`config.mk`:
```
export PLATFORM = sky130hd
export DESIGN_NAME = arm_barrel_shift_stage
export DESIGN_NICKNAME = d
export VERILOG_FILES = /design/src/rtl/arm_barrel_shift_stage.sv
export SDC_FILE = /design/constraint.sdc
export NUM_CORES = 1
export LEC_CHECK = 0
export ABC_CLOCK_PERIOD_IN_PS = 5700
export CORE_MARGIN = 2
export CORE_UTILIZATION = 52
export CTS_CLUSTER_DIAMETER = 30
export DETAILED_ROUTE_END_ITERATION = 6
export MAX_ROUTING_LAYER = met4
export PLACE_DENSITY = 0.87
export SLEW_MARGIN = 20
export SYNTH_ARGS = -nofsm -noshare
export SYNTH_HDL_FRONTEND = slang
export SYNTH_SLANG_ARGS = --single-unit
```
`constraint.sdc`:
```
create_clock -name clk -period 5.7 [get_ports clk]
set_input_delay 1.71 -clock clk [delete_from_list [all_inputs] [get_ports clk]]
set_output_delay 1.71 -clock clk [all_outputs]
set_load 0.01 [all_outputs]
```
`src/rtl/arm_barrel_shift_stage.sv`:
```
// Multi-cycle ARM shifter-operand stage: shifts Rm one bit position per clock and
// produces the shifter carry-out that feeds the C flag of logical operations.

module arm_barrel_shift_stage_chk #(
    parameter int CNT_W = 6
) (
    input logic             clk,
    input logic             reset,
    input logic             busy,
    input logic             done,
    input logic [CNT_W-1:0] count
);

    a_done_in_busy: assert property (@(posedge clk) disable iff (reset) done |-> busy);
    a_done_pulse:   assert property (@(posedge clk) disable iff (reset) done |=> !done);
    a_count_range:  assert property (@(posedge clk) disable iff (reset) count <= CNT_W'(6'd33));

endmodule

module arm_barrel_shift_stage #(
    parameter int DATA_W = 32,
    parameter int CNT_W  = 6
) (
    input  logic              clk,
    input  logic              reset,
    input  logic              START,
    input  logic [DATA_W-1:0] RM,
    input  logic [1:0]        SHIFT_TYPE,
    input  logic [7:0]        SHIFT_AMT,
    input  logic              IMM_FORM,
    input  logic              C_IN,
    output logic [DATA_W-1:0] SHIFT_OUT,
    output logic              C_OUT,
    output logic              BUSY,
    output logic              DONE
);

    typedef enum logic [1:0] {
        ST_IDLE  = 2'b00,
        ST_SHIFT = 2'b01,
        ST_DONE  = 2'b10
    } state_t;

    localparam logic [1:0]       OP_LSL = 2'b00;
    localparam logic [1:0]       OP_LSR = 2'b01;
    localparam logic [1:0]       OP_ASR = 2'b10;
    localparam logic [1:0]       OP_ROR = 2'b11;
    localparam logic [CNT_W-1:0] CNT_1  = CNT_W'(6'd1);
    localparam logic [CNT_W-1:0] CNT_32 = CNT_W'(6'd32);
    localparam logic [CNT_W-1:0] CNT_33 = CNT_W'(6'd33);

    state_t            state;
    state_t            next_state;
    logic [CNT_W-1:0]  count;
    logic [CNT_W-1:0]  load_count;
    logic [1:0]        op;
    logic              rrx;
    logic              rrx_carry;
    logic              load_rrx;
    logic              load_carry;
    logic [7:0]        amt;
    logic              accept;
    logic              step;
    logic              busy_next;
    logic              done_next;
    logic [DATA_W:0]   stepped;

    // One single-bit step; returns {carry, value}. RRX shifts the latched C flag into the top.
    function automatic logic [DATA_W:0] shift_step(
        input logic [DATA_W-1:0] v,
        input logic [1:0]        kind,
        input logic              is_rrx,
        input logic              fill
    );
        logic [DATA_W:0] r;
        if (is_rrx) begin
            r = {v[0], fill, v[DATA_W-1:1]};
        end else begin
            case (kind)
                OP_LSL:  r = {v[DATA_W-1], v[DATA_W-2:0], 1'b0};
                OP_LSR:  r = {v[0], 1'b0, v[DATA_W-1:1]};
                OP_ASR:  r = {v[0], v[DATA_W-1], v[DATA_W-1:1]};
                OP_ROR:  r = {v[0], v[0], v[DATA_W-1:1]};
                default: r = {v[0], v};
            endcase
        end
        return r;
    endfunction

    assign accept  = (state == ST_IDLE) && START;
    assign step    = (state == ST_SHIFT) && (count != '0);
    assign stepped = shift_step(SHIFT_OUT, op, rrx, rrx_carry);

    // Decode the step count and initial carry for a request; amount 0 is an encoding escape.
    always_comb begin
        amt        = IMM_FORM ? {3'b000, SHIFT_AMT[4:0]} : SHIFT_AMT;
        load_count = '0;
        load_carry = C_IN;
        load_rrx   = 1'b0;
        if (amt == 8'd0) begin
            if (IMM_FORM) begin
                case (SHIFT_TYPE)
                    OP_LSR, OP_ASR: load_count = CNT_32;
                    OP_ROR: begin
                        load_rrx   = 1'b1;
                        load_count = CNT_1;
                    end
                    default: load_count = '0;
                endcase
            end else begin
                load_count = '0;
            end
        end else begin
            case (SHIFT_TYPE)
                OP_LSL, OP_LSR: load_count = (amt > 8'd33) ? CNT_33 : amt[CNT_W-1:0];
                OP_ASR:         load_count = (amt > 8'd32) ? CNT_32 : amt[CNT_W-1:0];
                OP_ROR: begin
                    load_count = CNT_W'(amt[4:0]);
                    // Register rotate by a multiple of 32: value unchanged, carry is bit 31.
                    if (amt[4:0] == 5'd0) begin
                        load_carry = RM[DATA_W-1];
                    end else begin
                        load_carry = C_IN;
                    end
                end
                default: load_count = '0;
            endcase
        end
    end

    // State register.
    always_ff @(posedge clk or posedge reset) begin
        if (reset) begin
            state <= ST_IDLE;
        end else begin
            state <= next_state;
        end
    end

    // Next-state logic.
    always_comb begin
        next_state = state;
        case (state)
            ST_IDLE: begin
                if (START) begin
                    next_state = ST_SHIFT;
                end else begin
                    next_state = ST_IDLE;
                end
            end
            ST_SHIFT: begin
                if (count == '0) begin
                    next_state = ST_DONE;
                end else begin
                    next_state = ST_SHIFT;
                end
            end
            ST_DONE:  next_state = ST_IDLE;
            default:  next_state = ST_IDLE;
        endcase
    end

    // Status outputs for the coming cycle, registered below.
    always_comb begin
        busy_next = 1'b0;
        done_next = 1'b0;
        case (next_state)
            ST_SHIFT: busy_next = 1'b1;
            ST_DONE: begin
                busy_next = 1'b1;
                done_next = 1'b1;
            end
            default: begin
                busy_next = 1'b0;
                done_next = 1'b0;
            end
        endcase
    end

    // Registered BUSY/DONE.
    always_ff @(posedge clk or posedge reset) begin
        if (reset) begin
            BUSY <= 1'b0;
            DONE <= 1'b0;
        end else begin
            BUSY <= busy_next;
            DONE <= done_next;
        end
    end

    // Operand, carry and step counter; results hold until the next accepted request.
    always_ff @(posedge clk or posedge reset) begin
        if (reset) begin
            SHIFT_OUT <= '0;
            C_OUT     <= 1'b0;
            count     <= '0;
            op        <= OP_LSL;
            rrx       <= 1'b0;
            rrx_carry <= 1'b0;
        end else if (accept) begin
            SHIFT_OUT <= RM;
            C_OUT     <= load_carry;
            count     <= load_count;
            op        <= SHIFT_TYPE;
            rrx       <= load_rrx;
            rrx_carry <= C_IN;
        end else if (step) begin
            {C_OUT, SHIFT_OUT} <= stepped;
            count              <= count - CNT_1;
        end
    end

    arm_barrel_shift_stage_chk #(
        .CNT_W (CNT_W)
    ) u_chk (
        .clk   (clk),
        .reset (reset),
        .busy  (BUSY),
        .done  (DONE),
        .count (count)
    );

endmodule

```
* After elaboration in Yosys (flattened, before gate mapping)
Cells that the tools add are included.
** Storage, ports and cells
- Input bits :: 47
- Bits in registers :: 47
- Logic and storage cells :: 63
** Operators by class
- Add/subtract/negate cells :: 1
- $lt $le $gt $ge :: 2
- Eq/ne operators :: 10
- Mux-type cells :: 26
- Reduce and logical (&&, ||, !) cells :: 14
** Operators by type and width (number)
- one-hot mux 33 bit (4 select lines) :: 1
- two-way mux 32 bit :: 2
- two-way mux 6 bit :: 6
- two-way mux 33 bit :: 1
- one-hot mux 6 bit (3 select lines) :: 1
- greater-than comparator 8 x 6 -> 1 bit, second input constant :: 2
- one-hot mux 6 bit (2 select lines) :: 1
- two-way mux 1 bit :: 11
- == test 2 bit, second input constant :: 5
- == test 2 x 1 -> 1 bit, second input constant :: 4
- logical NOT 8 bit :: 1
- two-way mux 8 bit :: 1
- logical NOT 2 bit :: 3
- logical NOT 6 bit :: 1
- nonzero test 6 bit :: 1
- OR reduction 2 bit :: 3
- subtractor 6 x 1 -> 6 bit, second input constant :: 1
- logical NOT 5 bit :: 1
- one-hot mux 2 bit (2 select lines) :: 1
- inequality test 3 bit, second input constant :: 1
- logical AND 1 bit :: 2
- two-way mux 2 bit :: 1
- AND reduction 2 bit :: 1
- nonzero test 2 bit :: 1

* Logic depth before layout (Yosys ltp)
Gate-level depths: netlist (run 1).
- Depth after elaboration :: 6
- Gate-level depth with buffers :: 8

* Worst setup path after synthesis (run 1)
OpenSTA, ideal clock, no wires.
- Kind :: input -> register
- Start :: input SHIFT_AMT[4]
- End :: register count[1]
- Buffers on the path :: 1
- Cell stages on the path :: 5
- Arrival time :: 3.164 ns
- Setup time :: 0.086 ns
- Path slack :: 2.451 ns
- Path through :: or4_1 -> buf_2 -> o211ai_2 -> or4b_4 -> o221ai_2
** On the way
- Word-level cells in the longest chain between the ends :: 6
** Ends and longest elaborated chain
- start, declared :: RTL line 29 : input logic [7:0] SHIFT_AMT,
- two-way mux 8 bit * :: RTL line 96 : amt = IMM_FORM ? {3'b000, SHIFT_AMT[4:0]} : SHIFT_AMT;
- greater-than comparator 8 x 6 -> 1 bit, on equally long branches :: RTL line 116, 115
- two-way mux 6 bit, on equally long branches :: RTL line 116, 115
- one-hot mux 6 bit (3 select lines) :: RTL line 114 : case (SHIFT_TYPE)
- two-way mux 6 bit * :: RTL line 100 : if (amt == 8'd0) begin
- two-way mux 6 bit * :: RTL line 200 : end else if (accept) begin
- end signal, assigned :: RTL line 203 : count <= load_count;
- end signal, assigned :: RTL line 209 : count <= count - CNT_1;
- end, declared :: RTL line 54 : logic [CNT_W-1:0] count;
Mark *: on every way between the ends. The rest lies on a longest branch, timed or not.
A chain may end at the register's enable or synchronous reset.

* Worst setup path after layout (run 1)
- Start :: input START
- End :: register SHIFT_OUT[16]
** On the way
- Word-level cells in the longest chain between the ends :: 2
** Ends and longest elaborated chain
- start, declared :: RTL line 26 : input logic START,
- logical AND 1 bit * :: RTL line 90 : assign accept = (state == ST_IDLE) && START;
- two-way mux 32 bit or nonzero test 2 bit (tied branches)
- end signal, assigned :: RTL line 208 : {C_OUT, SHIFT_OUT} <= stepped;
- end, declared :: RTL line 32 : output logic [DATA_W-1:0] SHIFT_OUT,
Marks and branches as above.

==> results_dict.tcl, run 1 <==
set metrics [dict create \
    outcome "finished, final reports clean" \
    power_uw 2150 \
    hold_buffers 0 \
    maxSlewViolCount 0 \
    powerDensity_mw_per_mm2 573 \
    cts_htree_levels 2 \
    grt_pass1_vias 2503 \
    critPathRequiredTime_ns 5.90 \
    clk_pin_slew_worst_paths_ns 0.09 \
    viasPerCell 5.87 \
    min_period_ns 3.61 \
    first_pass_iters 5 \
    maxCapViolations 0 \
    synth_ff_type "dfrtp_1" \
    final_area_mm2 0.00375 \
    ff_latch_area_mm2 0.00118 \
    gr-usage-all-layers 0.249 \
    nets 419 \
    yosysMostFrequentCell "dfrtp_1" \
    postCtsSetupBuffers 0 \
    slowest_stage "a31o_2" \
    clkLatencyLatePin_ns 0.30 \
    avgRoutedWirePerCell_um 15.8 \
    start_util 0.545 \
    clock-sinks 47 \
    drive_above_1_share 0.0598 \
    cpPeakStageDelay_ns 0.61 \
    ios 82 \
    netlist_area_mm2 0.00282 \
    synth_top_area_frac 0.417 \
    die_x_um 77.6 \
    ir_worst_vdd_mv 0.356 \
    vias 2570 \
    p_leak_uw 0.00175 \
    synth-seq-cells 47 \
    path_class "input port to register" \
    crit_path_max_fanout 34 \
    skew_ns 0.0122 \
    overflow 0 \
    clock.fmax_ghz 0.277 \
    grt_pass1_wl_mm 11.8 \
    setup_tns_ns 0 \
    synth-edff-count 0 \
    syn_area_per_cell_um2 9.50 \
    place_congestion 0.889 \
    ant_nets 0 \
    dieArea_mm2 0.00603 \
    crit_path_end_kind "register" \
    grt_max_degree 48 \
    min_path_type "register to register" \
    rsz0062_at_grt "no" \
    r2r_setup_slack_ns 3.18 \
    async_flop_share 1.00 \
    post_dp_cell_area_mm2 0.00366 \
    synth_area_leader_cell "dfrtp_1" \
    drt_iter0_markers 149 \
    multi_input_area_mm2 0.00152 \
    ys_top_cells_by_count "dfrtp_1 (47), nor2_1 (38), mux2i_1 (34)" \
    cts-root-buf "clkbuf_8" \
    relSlewSlack 0.302 \
    cp_cell_sequence "clkdlybuf4s50_1 -> o21bai_1 -> a31o_2 -> buf_4 -> a211oi_1 -> a21o_1" \
    worst_pin_slew_ns 1.04 \
    ys.warnings.count 0 \
    clockBufferDepth 2 \
    cts_made_buffers 5 \
    antenna_found_initial 0 \
    tritoncts "built" \
    row_count 26 \
    io_buffers 81 \
    setup_violations 0 \
    wirelength_mm 6.93 \
    synthCells 297 \
    period_share 0.633 \
    fillerInstances 392 \
    core_area_mm2 0.00517 \
    yosys-top-cells-area "dfrtp_1 (42%), mux2i_1 (12%), a211oi_1 (8.8%), a21o_1 (7.7%), nor2_1 (5.1%)" \
    cp-start-kind "input port" \
    synthToLayoutAreaGrowth_pct 32.9 \
    die_height_um 77.6 \
    yosysSeqAreaShare 0.417 \
    worstPathArrival_ns 3.81 \
    drc 0 \
    final_hold_viol_count 0 \
    ctsResizeCount 0 \
    final_util 0.725 \
    syn-num-nets 349 \
    hpwl_mm 5.02 \
    ys_types 48 \
    antenna_cells 0 \
]
registers in the layout, indices dropped and copies added (netlist names), 2 cells and up:
| register | count |
|---|---|
| SHIFT_OUT | 32 |
| count | 6 |
| op | 2 |
| state | 2 |
where the power goes:
part	switching, uW	internal [uW]	leakage [uW]	total [uW]
Clock	111	84.2	0.0000477	195
Combinational	585	687	0.00113	1270
Sequential	178	503	0.000573	681
Total	875	1270	0.00175	2150
cell usage in the layout, fill, tap and decap left out, types with 2 or more instances in the layout:
cell type	count
and2_1	2
o21ai_1	2
clkinv_2	3
inv_1	13
and3_1	2
nand2_1	16
buf_4	3
a21o_1	29
nor2_1	38
mux2i_1	34
nor3b_1	2
ha_1	5
clkdlybuf4s50_1	81
nand3b_1	3
clkbuf_8	5
nor4_1	2
o21ai_0	3
nand4_1	2
o211ai_2	2
a211oi_1	32
dfrtp_1	47
a31oi_1	2
nor3_1	2
nand3_1	3
a21oi_1	5
or3_1	3
worst paths after layout:
| kind | endpoint | startpoint | cells after the start |
|---|---|---|---|
| max in group asynchronous | count[0] | reset | 2 |
| worst max register to register | SHIFT_OUT[16] | count[2] | 5 |
| worst min-delay path | rrx_carry | rrx_carry | 2 |
| min in group asynchronous | SHIFT_OUT[22] | reset | 2 |
| worst max-delay path | SHIFT_OUT[16] | START | 6 |
| worst min register to register | rrx_carry | rrx_carry | 2 |
worst max-delay path, delay by kind of cell:
family / cells / cell delay [ns]
compound gates: 4 / 1.24
buf+inv: 2 / 0.83
final cells by class:
cell class / count / share of cell area
repair buffers: 84 / 0.222
multi-input cells: 215 / 0.404
clock buffers: 5 / 0.0184
inverters: 14 / 0.0140
well taps: 70 / 0.0234
flip-flops and latches: 47 / 0.314
clock inverters: 3 / 0.00401
cell families after synthesis:
| logic type | synth area share |
|---|---|
| AO/OA/AOI/OAI | 0.250 |
| buffers and inverters | 0.0492 |
| AND/OR/NAND/NOR | 0.141 |
| flip-flops | 0.417 |
| adder cells (fa/ha/maj) | 0.0222 |
| multiplexers | 0.121 |
metrics by stage:
step,setup slack (ns),instances,hold slack [ns]
after floorplan,2.45,297,0.446
after global placement,1.84,430,0.475
after detailed placement,1.81,430,0.484
after CTS,2.10,438,0.503
after global routing,1.97,438,0.525
final,2.09,438,0.503
per-layer routing:
| metal | wire (um) | vias up | GRT usage | share of wire |
|---|---|---|---|---|
| met1 | 3040 | 1249 | 0.322 | 0.44 |
| met3 | 389 | 6 | 0.0500 | 0.056 |
| met5 | 0 | - | - | 0 |
| met2 | 3440 | 78 | 0.394 | 0.50 |
| met4 | 68 | 0 | 0.0786 | 0.0098 |
| li1 | - | 1237 | - | - |
Note: power is estimated with default switching activity, not from simulation.
==> inputs of run 2 (changes only) <==
- ABC_CLOCK_PERIOD_IN_PS: 5700 -> 3740
- CORE_UTILIZATION: 52 -> 48
- PLACE_DENSITY: 0.87 -> 0.81
- clock period: 5.7 -> 3.74 ns (I/O delays scaled with it)
==> run 2 against run 1 <==
Against the previous run:
- final cell count grew 0.91%
- clock skew increased by 0.00095 ns
- core utilization down 4.1 points
- setup slack worse by 1.2 ns
- worst hold slack improved by 0.0028 ns
==> results_dict.tcl, run 2 (synthesis results as in run 1) <==
set metrics [dict create \
    outcome "finished, final reports clean" \
    place_congestion 0.889 \
    postCtsSetupBuffers 0 \
    period_share 0.774 \
    r2r_cells 6 \
    crit_path_end_kind "register" \
    wirelength_mm 7.07 \
    grt_pass1_vias 2393 \
    layout_common_cells "clkdlybuf4s50_1 (81), dfrtp_1 (47), nor2_1 (38)" \
    worst_pin_slew_ns 1.06 \
    maxSlewViolCount 0 \
    io_buffers 81 \
    mostFrequentLayoutCell "clkdlybuf4s50_1" \
    drt_iter0_markers 207 \
    hold_end "rrx_carry" \
    clk_pin_slew_worst_paths_ns 0.08 \
    antenna_cells 0 \
    critPathRequiredTime_ns 3.96 \
    min_path_type "register to register" \
    ant_nets 0 \
    final_hold_viol_count 0 \
    cts_made_buffers 5 \
    r2r-end "count[5]" \
    core_area_mm2 0.00557 \
    ctsResizeCount 0 \
    cts_htree_levels 2 \
    clockBufferDepth 2 \
    drive_above_1_share 0.0595 \
    grt_max_degree 62 \
    post_dp_cell_area_mm2 0.00368 \
    die_height_um 80.7 \
    setup_violations 0 \
    largestRegisters "SHIFT_OUT: 32 flops, count: 6 flops" \
    relSlewSlack 0.290 \
    final_cells 442 \
    clock.fmax_ghz 0.345 \
    maxCapViolations 0 \
    hp-start "rrx_carry" \
    skew_ns 0.0132 \
    cp-start-kind "input port" \
    final_area_mm2 0.00381 \
    path_class "input port to register" \
    rsz0062_at_grt "no" \
    overflow 0 \
    nets 421 \
    gr-usage-all-layers 0.234 \
    drc 0 \
    setup_tns_ns 0 \
    hold_buffers 0 \
    avgRoutedWirePerCell_um 16.0 \
    synthToLayoutAreaGrowth_pct 35.1 \
    ir_worst_vdd_mv 0.557 \
    hpwl_mm 5.00 \
    registers.top_by_ff_count "SHIFT_OUT" \
    dieArea_mm2 0.00650 \
    dp.cells 434 \
    tritoncts "built" \
    p_leak_uw 0.00178 \
    vias 2560 \
    clkLatencyLatePin_ns 0.30 \
    grt_pass1_wl_mm 11.6 \
    r2r_setup_slack_ns 1.50 \
    fillerInstances 446 \
    first_pass_iters 4 \
    viasPerCell 5.79 \
    start_util 0.506 \
    ios 82 \
    powerDensity_mw_per_mm2 897 \
    antenna_found_initial 0 \
    die_x_um 80.7 \
    row_count 27 \
    min_period_ns 2.90 \
    min_path_cells 2 \
    largest_register_ffs 32 \
    clock-sinks 47 \
    cts-root-buf "clkbuf_8" \
    r2r_start "count[1]" \
    worstPathArrival_ns 3.12 \
    crit_path_max_fanout 6 \
]
[run 2: worst max-delay path by stage]
| stage | endpoint | startpoint | cells after the start | slack (ns) |
|---|---|---|---|---|
| after global routing | count[1] | SHIFT_AMT[4] | 5 | 0.80 |
| final | count[1] | SHIFT_AMT[4] | 5 | 0.84 |
| after detailed placement | count[1] | SHIFT_AMT[4] | 5 | 0.56 |
| after CTS | count[1] | SHIFT_AMT[4] | 5 | 0.87 |
| after floorplan | count[1] | SHIFT_AMT[4] | 5 | 1.08 |
| after global placement | count[1] | SHIFT_AMT[4] | 5 | 0.61 |
[run 2: cell type report]
| type | count | area, um^2 | area share |
|---|---|---|---|
| clock buffers | 6 | 72.6 | 0.0190 |
| clock inverters | 2 | 60.1 | 0.0158 |
| inverters | 14 | 52.6 | 0.0138 |
| multi-input cells | 215 | 1510 | 0.396 |
| flip-flops and latches | 47 | 1180 | 0.309 |
| well taps | 72 | 90.1 | 0.0236 |
| repair buffers | 86 | 848 | 0.223 |
[run 2: through the flow]
step / worst slack [ns] / utilization / power [uW] / hold slack [ns]
after detailed placement: 0.564 / 0.660 / 2980 / 0.480
final: 0.844 / 0.684 / 3420 / 0.506
after global routing: 0.804 / 0.684 / 3690 / 0.532
after floorplan: 1.08 / - / 2310 / 0.446
after global placement: 0.606 / 0.660 / 2900 / 0.474
after CTS: 0.871 / 0.684 / 3430 / 0.501
[run 2: metal layers]
layer	global-route usage	vias up	share of wire
met3	0.0281	7	0.043
met1	0.334	1244	0.48
met5	-	-	0
met4	0.0593	0	0.011
met2	0.359	69	0.47
li1	-	1240	-
[run 2: power by group]
part           internal (uW)  switching (uW)  leakage [uW]
registers                766             269      0.000573
logic                   1050             890       0.00114
clock network            267             172     0.0000654
total                   2080            1330       0.00178
[run 2: worst max-delay path: stages]
cell and delay (ns):
clkdlybuf4s50_1 0.44, or4_1 0.66, o211ai_2 0.22, or4b_4 0.51, o221ai_2 0.16
==> patch: new RTL, settings of run 2 <==
Make the reset (`reset`) synchronous in 3 clocked blocks.
--- a/src/rtl/arm_barrel_shift_stage.sv
+++ b/src/rtl/arm_barrel_shift_stage.sv
@@ -131,3 +131,3 @@
     // State register.
-    always_ff @(posedge clk or posedge reset) begin
+    always_ff @(posedge clk) begin
         if (reset) begin
@@ -180,3 +180,3 @@
     // Registered BUSY/DONE.
-    always_ff @(posedge clk or posedge reset) begin
+    always_ff @(posedge clk) begin
         if (reset) begin
@@ -191,3 +191,3 @@
     // Operand, carry and step counter; results hold until the next accepted request.
-    always_ff @(posedge clk or posedge reset) begin
+    always_ff @(posedge clk) begin
         if (reset) begin
Function: differs if reset is asserted again (counterexample within 4 cycles, from zero or initial values and one cycle with reset high); with reset held inactive, the same outputs for 10 cycles.
==> patch against run 2 <==
  * Wire length is 2.5% lower
  * Count of clock-buffer cells in the layout stayed put
  * Worst setup slack better by 180 ps
  * Fmax is 6.6% higher
  * Die area is 8.3% lower
  * Synthesized area is 8.7% lower
  * Worst hold slack worse by 52 ps
  * Final area is 7.5% lower
  * Sequential cell count stayed put
  * First-iteration DRC count is 40% lower
  * Non-clock buffer count is 1 lower
  * Critical endpoint is now SHIFT_OUT[1]
Power is not compared: it rests on default switching activity, and its combinational part moved more than twofold at a synthesized area within 25%.
==> patch: results <==
[clock_tree]
cts_inserted_buffers = 5
clk_latency_ps = 300
hold_buffers = 0
clock-root-buffer = clkbuf_8
cts-htree-levels = 2
post_cts_resized = 0
postCtsSetupBuffers = 0
clk_pin_slew_ps = 80
clock_path_buffers = 2

[yosys]
syn_nets = 349
synth-edff-count = 0
syn_inst = 297
async_flop_share_pct = 0
ys_warn_count = 0
synth_common_cells = dfxtp_1 (47), nor2_1 (40), a211oi_1 (32), o21ai_0 (32), mux2i_1 (31)
synth.top_cells.by_area = dfxtp_1 (37%), mux2i_1 (12%), a211oi_1 (9.3%)
synth-main-ff-cell = dfxtp_1
synth_seq_area_share_pct = 36.5
synth.distinct_cells = 49

[setup_path]
cp_max_fo = 40
cp-endpoint = SHIFT_OUT[1]
worst-r2r-cell-count = 7
reg2reg_to = C_OUT
cp-startpoint = START
rr_startpoint = count[0]
rrSetupSlack_ps = 1830
crit_arrival_ps = 2910

[layout]
fin_nets = 420
top_regs = SHIFT_OUT x32, count x6
antenna_cells = 0
drive_above_1_share_pct = 6.78
regMostFlops = SHIFT_OUT
stdcell_count = 439

[place]
portBuffers = 81
post-dp-hpwl_um = 4800
routabilityCongestion = 0.913
place_inst = 431

[min_path]
worstHoldPathCells = 2
hp-class = reg -> reg

[timing]
fin_worst_skew_ps = 12.9
setup_viol = 0
tightestPinTransition_ps = 823

[power_and_ir_drop]
vdd.ir_drop.worst_uv = 279
p_leak_nw = 1.30
p_int_w = 0.00110

[detailed_routing]
drtIter0Drc = 124
first_pass_iters = 4
vias = 2483
wl_per_cell_um = 15.7

[grt]
antenna_found_initial = 0
grt_pass1_wl_um = 11500
grt_pass1_vias = 2386
grt_usage_pct = 24.0
grt_max_degree = 41

[outcome]
outcome = finished, final reports clean
-- patch: cell types whose count changed after synthesis, sizes merged, moves of 5 or more --
| cell | delta |
|---|---|
| dfrtp | -47 |
| a21o | -29 |
| inv | -6 |
| nand2 | -5 |
| a21oi | +5 |
| o21ai | +27 |
| dfxtp | +47 |
-- patch: cell type report --
cell class / count / area [um^2]
well taps: 70 / 87.6
fillers: 469 / 1620
repair buffers: 85 / 841
flip-flops and latches: 47 / 941
clock inverters: 2 / 35.0
clock buffers: 6 / 82.6
inverters: 9 / 38.8
multi-input cells: 220 / 1500
-- patch: layer usage --
metal | track usage, % | part of all wire, %
met1 | 32.0 | 46
met2 | 37.8 | 48
met3 | 4.12 | 5.3
met4 | 6.25 | 0.99
met5 | - | 0
-- patch: cells by family (layout without fill, tap and decap cells) --
| logic type | count (synthesis) | after routing | synth area share, % |
|---|---|---|---|
| AO/OA/AOI/OAI | 100 | 100 | 27.1 |
| AND/OR/NAND/NOR | 81 | 81 | 15.5 |
| flip-flops | 47 | 47 | 36.5 |
| multiplexers | 32 | 32 | 12.5 |
| buffers and inverters | 30 | 102 | 5.30 |
| adder cells (fa/ha/maj) | 5 | 5 | 2.43 |
| XOR/XNOR | 2 | 2 | 0.680 |
-- patch: worst max-delay path: stages --
cell and delay (ps):
clkdlybuf4s50_1 490, or3b_2 770, nor2_1 230, a2111oi_2 70, a31o_1 220
-- patch: stage by stage --
stage	setup slack [ps]	cell area, um^2	utilization (%)
4_1_cts	1030	3520	68.5
2_1_floorplan	1480	2570	-
6_report	1020	3520	68.5
3_3_place_gp	736	3410	66.3
5_1_grt	959	3520	68.5
3_5_place_dp	710	3410	66.3
-- patch: power by group through the flow --
stage / sequential (W) / combinational (W) / clock (W)
after floorplan: 0.000691 / 0.000322 / 0
after global placement: 0.000679 / 0.000575 / 0
after detailed placement: 0.000681 / 0.000589 / 0
after CTS: 0.000669 / 0.000592 / 0.000395
after global routing: 0.000683 / 0.000642 / 0.000414
final: 0.000670 / 0.000589 / 0.000386
-- patch: how the worst min path moves through the flow --
stage                endpoint       from  slack, ps
global placement    rrx_carry  rrx_carry        440
global route        rrx_carry  rrx_carry        480
finish              rrx_carry  rrx_carry        450
CTS                 rrx_carry  rrx_carry        450
floorplan           rrx_carry  rrx_carry        430
detailed placement  rrx_carry  rrx_carry        440
